File: config.mk
export PLATFORM = sky130hd
export DESIGN_NAME = gen_slot_sequencer
export DESIGN_NICKNAME = d
export VERILOG_FILES = /design/src/rtl/gen_slot_sequencer.sv
export SDC_FILE = /design/constraint.sdc
export NUM_CORES = 1
export LEC_CHECK = 0
export ABC_CLOCK_PERIOD_IN_PS = 2950
export CELL_PAD_IN_SITES_DETAIL_PLACEMENT = 0
export CELL_PAD_IN_SITES_GLOBAL_PLACEMENT = 2
export CORE_UTILIZATION = 32
export DETAILED_ROUTE_END_ITERATION = 10
export PLACE_DENSITY = 0.85
export SYNTH_ARGS = -nofsm -noshare
export SYNTH_HDL_FRONTEND = slang
export SYNTH_SLANG_ARGS = --single-unit
File: constraint.sdc
create_clock -name clk -period 2.95 [get_ports clk]
set_clock_uncertainty 0.15 [all_clocks]
set_input_delay 0.4425 -clock clk [delete_from_list [all_inputs] [get_ports clk]]
set_output_delay 0.4425 -clock clk [all_outputs]
set_load 0.02 [all_outputs]
File: src/rtl/gen_slot_sequencer.sv
// -----------------------------------------------------------------------------
// gen_slot_sequencer
//
// Purpose:
//   Drives the generator's three-phase slot counter. A prescaler produces a
//   slot-advance tick every `divider` clocks while running. Each advance picks
//   the next enabled slot in the order 1 -> 2 -> 3 -> 1. Downstream channel
//   logic therefore sees at most one enabled slot at a time. Single-step
//   advances are available while stopped.
//
// Ports:
//   clk        in   system clock, rising edge
//   reset      in   asynchronous, active-high; clears all state
//   run        in   level: 1 = free-run on prescaler ticks, 0 = stopped
//   step       in   pulse: one advance while stopped (ignored when run=1/RUN)
//   div_load   in   pulse: capture div_value into the divider register
//   div_value  in   new divider value (0 is stored as 1)
//   slot_mask  in   bit i-1 enables slot i
//   slot       out  current slot 1..3, 0 = none selected
//   slot_oh    out  one-hot of slot (bit slot-1), zero when slot = 0
//   tick       out  one-clock pulse on each prescaler expiry in RUN
//   wrap       out  one-clock pulse when an advance wraps (new <= old, old != 0)
//   busy       out  1 while the state machine is in RUN
//
// Configuration:
//   GEN_SEQ_BLANK_EN  when defined, slot_oh reads 000 for the one clock that
//                     follows each advance, then shows the new one-hot.
//
// Handshake note: there is no valid/ready traffic here. step and div_load are
// single-cycle strobes sampled on the rising edge; run and slot_mask are
// levels sampled on every rising edge.
// -----------------------------------------------------------------------------
module gen_slot_sequencer #(
    parameter int DIV_WIDTH   = 16,
    parameter int DIV_DEFAULT = 50000
) (
    input  logic                 clk,
    input  logic                 reset,
    input  logic                 run,
    input  logic                 step,
    input  logic                 div_load,
    input  logic [DIV_WIDTH-1:0] div_value,
    input  logic [2:0]           slot_mask,
    output logic [1:0]           slot,
    output logic [2:0]           slot_oh,
    output logic                 tick,
    output logic                 wrap,
    output logic                 busy
);

    typedef enum logic {
        ST_IDLE = 1'b0,
        ST_RUN  = 1'b1
    } state_e;

    state_e               state_q, state_d;
    logic [DIV_WIDTH-1:0] div_q, div_d;
    logic [DIV_WIDTH-1:0] cnt_q, cnt_d;
    logic [DIV_WIDTH-1:0] reload;
    logic [1:0]           slot_q, slot_d;
    logic [2:0]           slot_oh_q, slot_oh_d;
    logic                 tick_q, tick_d;
    logic                 wrap_q, wrap_d;
    logic                 busy_q, busy_d;
    logic                 adv;
    logic [2:0]           nxt;

    // Returns {wrap, new_slot}. Candidates are old+1, old+2, old+3 with
    // 3 -> 1 wrap-around, so old=0 searches 1,2,3 and a lone enabled current
    // slot re-selects itself on the third candidate.
    function automatic logic [2:0] next_slot(input logic [1:0] old,
                                             input logic [2:0] mask);
        logic [1:0] cand;
        logic [1:0] found;
        logic       wr;
        cand  = old;
        found = 2'd0;
        for (int k = 0; k < 3; k++) begin
            cand = (cand == 2'd3) ? 2'd1 : cand + 2'd1;
            if (found == 2'd0 && mask[cand - 2'd1]) begin
                found = cand;
            end
        end
        wr = (old != 2'd0) && (found != 2'd0) && (found <= old);
        return {wr, found};
    endfunction

    function automatic logic [2:0] onehot(input logic [1:0] s);
        logic [2:0] oh;
        oh = 3'b000;
        if (s != 2'd0) begin
            oh[s - 2'd1] = 1'b1;
        end
        return oh;
    endfunction

    always_comb begin
        state_d = state_q;
        div_d   = div_q;
        adv     = 1'b0;
        tick_d  = 1'b0;

        // A load on the same edge as a reload is seen by that reload.
        if (div_load) begin
            div_d = (div_value == '0) ? DIV_WIDTH'(1) : div_value;
        end
        reload = div_d - DIV_WIDTH'(1);
        cnt_d  = cnt_q;

        case (state_q)
            ST_IDLE: begin
                cnt_d = reload;
                if (run) begin
                    state_d = ST_RUN;
                end else if (step) begin
                    adv = 1'b1;
                end
            end
            ST_RUN: begin
                if (cnt_q == '0) begin
                    cnt_d  = reload;
                    tick_d = 1'b1;
                    adv    = 1'b1;
                end else begin
                    cnt_d = cnt_q - DIV_WIDTH'(1);
                end
                // A tick on the stopping edge has already set adv above.
                if (!run) begin
                    state_d = ST_IDLE;
                    cnt_d   = reload;
                end
            end
            default: begin
                state_d = ST_IDLE;
                cnt_d   = reload;
            end
        endcase

        nxt    = next_slot(slot_q, slot_mask);
        slot_d = adv ? nxt[1:0] : slot_q;
        wrap_d = adv & nxt[2];
        busy_d = (state_d == ST_RUN);
`ifdef GEN_SEQ_BLANK_EN
        // One dead clock after every advance, then the new slot's one-hot.
        slot_oh_d = adv ? 3'b000 : onehot(slot_q);
`else
        slot_oh_d = onehot(slot_d);
`endif
    end

    always_ff @(posedge clk or posedge reset) begin
        if (reset) begin
            state_q   <= ST_IDLE;
            div_q     <= DIV_WIDTH'(DIV_DEFAULT);
            cnt_q     <= DIV_WIDTH'(DIV_DEFAULT - 1);
            slot_q    <= 2'd0;
            slot_oh_q <= 3'b000;
            tick_q    <= 1'b0;
            wrap_q    <= 1'b0;
            busy_q    <= 1'b0;
        end else begin
            state_q   <= state_d;
            div_q     <= div_d;
            cnt_q     <= cnt_d;
            slot_q    <= slot_d;
            slot_oh_q <= slot_oh_d;
            tick_q    <= tick_d;
            wrap_q    <= wrap_d;
            busy_q    <= busy_d;
        end
    end

    assign slot    = slot_q;
    assign slot_oh = slot_oh_q;
    assign tick    = tick_q;
    assign wrap    = wrap_q;
    assign busy    = busy_q;

endmodule

# Word level (Yosys, flattened, before mapping)
# Index checks and enable logic that the tools add are counted.
# word_totals
regBits	40
in_bits	24
output_inout_bits	8
wordCells	66
# classes
reduce_logical	12
bitwise_logic	2
magnitude_cmp	6
add_sub_neg	9
mux	27
eq_ne	3
# ops
op	count
$mux W16	4
$logic_not A16 Y1	2
$pmux W16 S2	1
$sub A16 B1 Y16 const B	2
$mux W2	7
$lt A2 B3 Y1 const B	4
$mux W1	9
$sub A2 B1 Y2 const B	4
$add A2 B1 Y2 const B	3
$bmux W1 S2	3
$eq A2 B2 Y1 const B	3
$reduce_bool A2 Y1	3
$logic_and A1 B1 Y1	5
$logic_not A2 Y1	2
$mux W3	1
$demux W1 S2	1
$ge A2 B1 Y1 const B	1
$le A2 B2 Y1	1
$pmux W1 S2	1
$and A1 B1 Y1	1
$not A1 Y1	1

# Longest topological paths before layout
# Gate-level depths: netlist (run 1).
# depth
depth_word	19
depth_mapped	16
depth_no_buf	15

# Worst setup path after synthesis (run 1)
# OpenSTA, ideal clock, no wires.
# synth_path
kind	register -> register
from	register slot_q[0] (netlist: slot[0])
to	register wrap_q (netlist: wrap)
t_required_ps	2723
path_slack_ps	-45
period_less_slack_ps	2995
t_arrival_ps	2768
path_stages_with_launch	15
path_buffers	1
setup_time_ps	77
path_cell_list	dfrtp_1 > inv_1 > ha_1 > clkbuf_1 > nand2b_1 > a21oi_1 > or4b_1 > and3_1 > inv_1 > ha_1 > a21oi_1 > a21oi_1 > nor2_1 > nand2_1 > a21oi_1
# synth_between
elab_chain_cells	16
word_cells_on_any_way	31
classes_between	add/sub (6); order compare (1); eq/ne (3); mux (12); bitwise (1); reduce/logical (8)
# synth_rtl
element	line	text
from (decl)	60	logic [1:0] slot_q, slot_d;
from (signal assigned)	165	slot_q <= slot_d;
branches (longest 14 deep; another with $add A2 B1 Y2)	--	
$logic_and A1 B1 Y1 *	84	wr = (old != 2'd0) && (found != 2'd0) && (found <= old);
$and A1 B1 Y1 *	141	wrap_d = adv & nxt[2];
via wrap_d	63	logic wrap_q, wrap_d;
to (signal assigned)	168	wrap_q <= wrap_d;
to (decl)	63	
# Mark *: on every way through the listed nets, which the timed path passes. The select of a mux whose other input is x is not followed.

# Final worst setup path (run 1)
# layout_path
from	input port div_value[12]
to	register cnt_q[14]
# layout_between
elab_chain_cells	7
# layout_rtl
element	line	text
from (decl)	42	input logic [DIV_WIDTH-1:0] div_value,
$logic_not A16 Y1	105	div_d = (div_value == '0) ? DIV_WIDTH'(1) : div_value;
$mux W16 *	105	
$mux W16 *	104	if (div_load) begin
$sub A16 B1 Y16 *	107	reload = div_d - DIV_WIDTH'(1);
$mux W16	120	if (cnt_q == '0) begin
$mux W16	128	if (!run) begin
$pmux W16 S2 *	110	case (state_q)
via cnt_d[14]	58	logic [DIV_WIDTH-1:0] cnt_q, cnt_d;
to (signal assigned)	155	cnt_q <= DIV_WIDTH'(DIV_DEFAULT - 1);
to (signal assigned)	164	cnt_q <= cnt_d;
to (decl)	58	
# The timed path passes the listed nets; every way through them passes the cells marked *.

==> results of run 1 <==
## flip-flops by register name, summed over array words and instances, names as in the netlist
| signal | cells |
|---|---|
| busy | 1 |
| cnt_q | 16 |
| div_q | 16 |
| slot | 2 |
| slot_oh | 3 |
| tick | 1 |
| wrap | 1 |
## power by group
group / switching (mW) / leakage [nW] / total (mW) / internal [mW]
clock: 0.195 / 0.0412 / 0.360 / 0.165
sequential: 0.0669 / 0.454 / 0.732 / 0.665
combinational: 0.500 / 0.723 / 0.997 / 0.496
## cell usage after synthesis, types with 5 or more instances
master / number
a21oi_1: 13
dfrtp_1: 25
dfstp_2: 15
ha_1: 9
inv_1: 12
mux2_2: 12
mux2i_1: 7
nand2_1: 23
nor2_1: 21
nor3_1: 8
o21ai_0: 5
o21ai_1: 8
xnor2_1: 16
xor2_1: 9
## kinds of logic (layout without fill, tap and decap cells)
family	Yosys count	in the layout	synth area share, %
compound gates	44	44	11.6
xor+xnor	25	25	8.95
fa+ha+maj	9	9	4.60
buf+inv	19	68	4.04
flops	40	40	41.7
mux	19	19	8.39
simple gates	87	87	20.8
## final cells by class
type | instances | area share (%)
Multi-Input combinational cell | 184 | 44.1
Timing Repair Buffer | 48 | 14.6
Clock inverter | 2 | 0.405
Tap cell | 99 | 4.01
Sequential cell | 40 | 33.1
Inverter | 12 | 1.46
Clock buffer | 6 | 2.35
## cells in the final DEF (no fill, tap or decap), types with 5 or more instances in the layout
| master | netlist | layout |
|---|---|---|
| mux2i_1 | 7 | 6 |
| mux2_2 | 12 | 12 |
| dfrtp_1 | 25 | 23 |
| nand2_1 | 23 | 23 |
| xor2_1 | 9 | 9 |
| nor3_1 | 8 | 8 |
| a21oi_1 | 13 | 11 |
| nor2_1 | 21 | 21 |
| buf_4 | 3 | 16 |
| dfstp_2 | 15 | 15 |
| clkbuf_8 | 0 | 5 |
| clkdlybuf4s50_1 | 0 | 31 |
| o21ai_0 | 5 | 5 |
| o21ai_1 | 8 | 8 |
| xnor2_1 | 16 | 16 |
| ha_1 | 9 | 8 |
| inv_1 | 12 | 11 |
## worst max-delay path, cell delays in order
cell             delay [ns]
clkdlybuf4s50_1        0.43
or4_1                  0.52
nor4_2                 0.27
nand2_1                0.09
nand3b_1               0.08
nand2_1                0.08
ha_1                   0.21
o21ai_0                0.13
nor2_1                 0.15
nand4_1                0.13
xnor2_1                0.12
nor2_1                 0.05
a21oi_1                0.16
## repair_timing
item,CTS,global route
setup buffers,0,1
setup endpoints to repair,0,7
gates resized for setup,0,8
## routing by layer
metal	share of wire (%)	vias up
met2	49	21
met1	47	852
met5	0	-
met4	1.8	0
met3	1.9	7
li1	-	953
## worst max-delay path by stage
stage	startpoint	endpoint
detailed placement	div_value[4]	cnt_q[14]$_DFF_PP1_
CTS	cnt_q[0]$_DFF_PP1_	cnt_q[3]$_DFF_PP1_
finish	div_value[12]	cnt_q[14]$_DFF_PP1_
global placement	div_value[4]	cnt_q[6]$_DFF_PP1_
global route	slot[0]$_DFF_PP0_	wrap$_DFF_PP0_
floorplan	slot[0]$_DFF_PP0_	wrap$_DFF_PP0_
## per-stage QoR
step	power, mW	hold slack, ns
final	2.09	0.392
after global routing	2.26	0.414
after CTS	2.06	0.399
after detailed placement	1.69	0.379
after global placement	1.68	0.378
after floorplan	1.34	0.324
==> results.toml, run 1 <==
[placed_design]
dp_slack_ns = -0.148
place_area_um2 = 2960
hpwl_um = 3840
io_buffer_count = 31
routabilityCongestion = 0.754
dp_cells = 382

[global_routing]
grt_overflow = 0
grt_pass1_vias = 1776
grt_pass1_wl_um = 8070
met3_usage_pct = 2.77
grt.total_usage_pct = 13.4
grt_max_degree = 41
antenna_found_initial = 0
gr-max-usage-layer = "met2"
gr-usage-met2_pct = 23.0
gr-usage-met1_pct = 16.9

[finish]
drive_above_1_share_pct = 26.4
finish.utilization_pct = 42.1
fin_cells = 391
multiInputGateArea_um2 = 1360
fillCellCount = 723
regArea_um2 = 1020
stdcell_area_um2 = 3090
diodes = 0
finalNetCount = 324
area_growth_pct = 26.2

[pwr]
power_density_nw_per_um2 = 677
p_leak_nw = 1.22
peakVddDrop_mv = 0.480

[worst_setup_path]
required_ns = 3.01
critPathLaunchType = "primary input"
path_class = "primary input to flop"
r2r_start = "slot[0]$_DFF_PP0_"
r2r_slack_ns = 0.22
r2r_end = "wrap$_DFF_PP0_"
reg2reg_depth = 13
cp.arrival_ns = 2.85
end_kind = "flop"
cp_max_fo = 4

[synthesis]
synth_top_area_share_pct = 25.6
syn_nets = 276
ys_warn_count = 0
synth-edff-count = 0
synth_cells = 243
synth.distinct_cells = 53
syn_area_um2 = 2450
ys.flop_type = "dfrtp_1"
ys_ff_latch = 40
syn_avg_cell_area_um2 = 10.1
ys_seq_area_share_pct = 41.7
synthArstFlopShare_pct = 100
yosysTopAreaCell = "dfrtp_1"
synth_area_leaders = "dfrtp_1, dfstp_2, xnor2_1"

[clock_network]
cts_tree = "yes"
clkTransAtPathRegs_ns = 0.08
htree_levels = 2
cts_buffer_depth = 2
clock-sinks = 40
clk_latency_ns = 0.29
cts_root_buf = "clkbuf_8"
numCtsBuffers = 5
hold_buffers = 0

[sta]
setup_viol = 0
tightestPinTransition_ns = 0.580
hold_viol = 0
rsz0062_at_grt = "yes"
report.final.slew_viol_count = 0
fin_crit_ns = 2.79
setup_ws_ns = 0.163
relSlewSlack_pct = 61.3
clock.fmax_ghz = 0.359
setup_tns_ns = 0
finalCritPeriodShare_pct = 94.5

[routing]
wl_per_cell_um = 12.9
postRouteAntennaNets = 0
totalWireLength_um = 5050
post-route-drc-count = 0
drt_iter0_drc = 64
vias = 1833
dr.pass1.iters = 4
vias_per_cell = 4.69

[floorplan]
die_area_um2 = 8000
core_area_um2 = 7330
start_util_pct = 33.4
top_level_ports = 32
rows = 31
dieWidth_um = 89.4
dieHeight_um = 89.4

[min_path]
whs_path_depth = 2
worst_hold_path_type = "flop to flop"
hold_start = "div_q[1]$_DFF_PP0_"
min_to = "div_q[1]$_DFF_PP0_"

[run]
maxCapViolations = 0

[outcome]
status = "finished, final reports clean"
Power figures use the tool's default switching activity.
==> run 2: changes to the inputs <==
--- a/config.mk
+++ b/config.mk
@@ -9,7 +9,9 @@
 export CELL_PAD_IN_SITES_DETAIL_PLACEMENT = 0
 export CELL_PAD_IN_SITES_GLOBAL_PLACEMENT = 2
 export CORE_UTILIZATION = 32
+export CTS_CLUSTER_SIZE = 24
 export DETAILED_ROUTE_END_ITERATION = 10
+export GPL_ROUTABILITY_DRIVEN = 0
 export PLACE_DENSITY = 0.85
 export SYNTH_ARGS = -nofsm -noshare
 export SYNTH_HDL_FRONTEND = slang
==> results of run 2 <==
No change in the layout: final DEF, timing and power equal those of run 1.
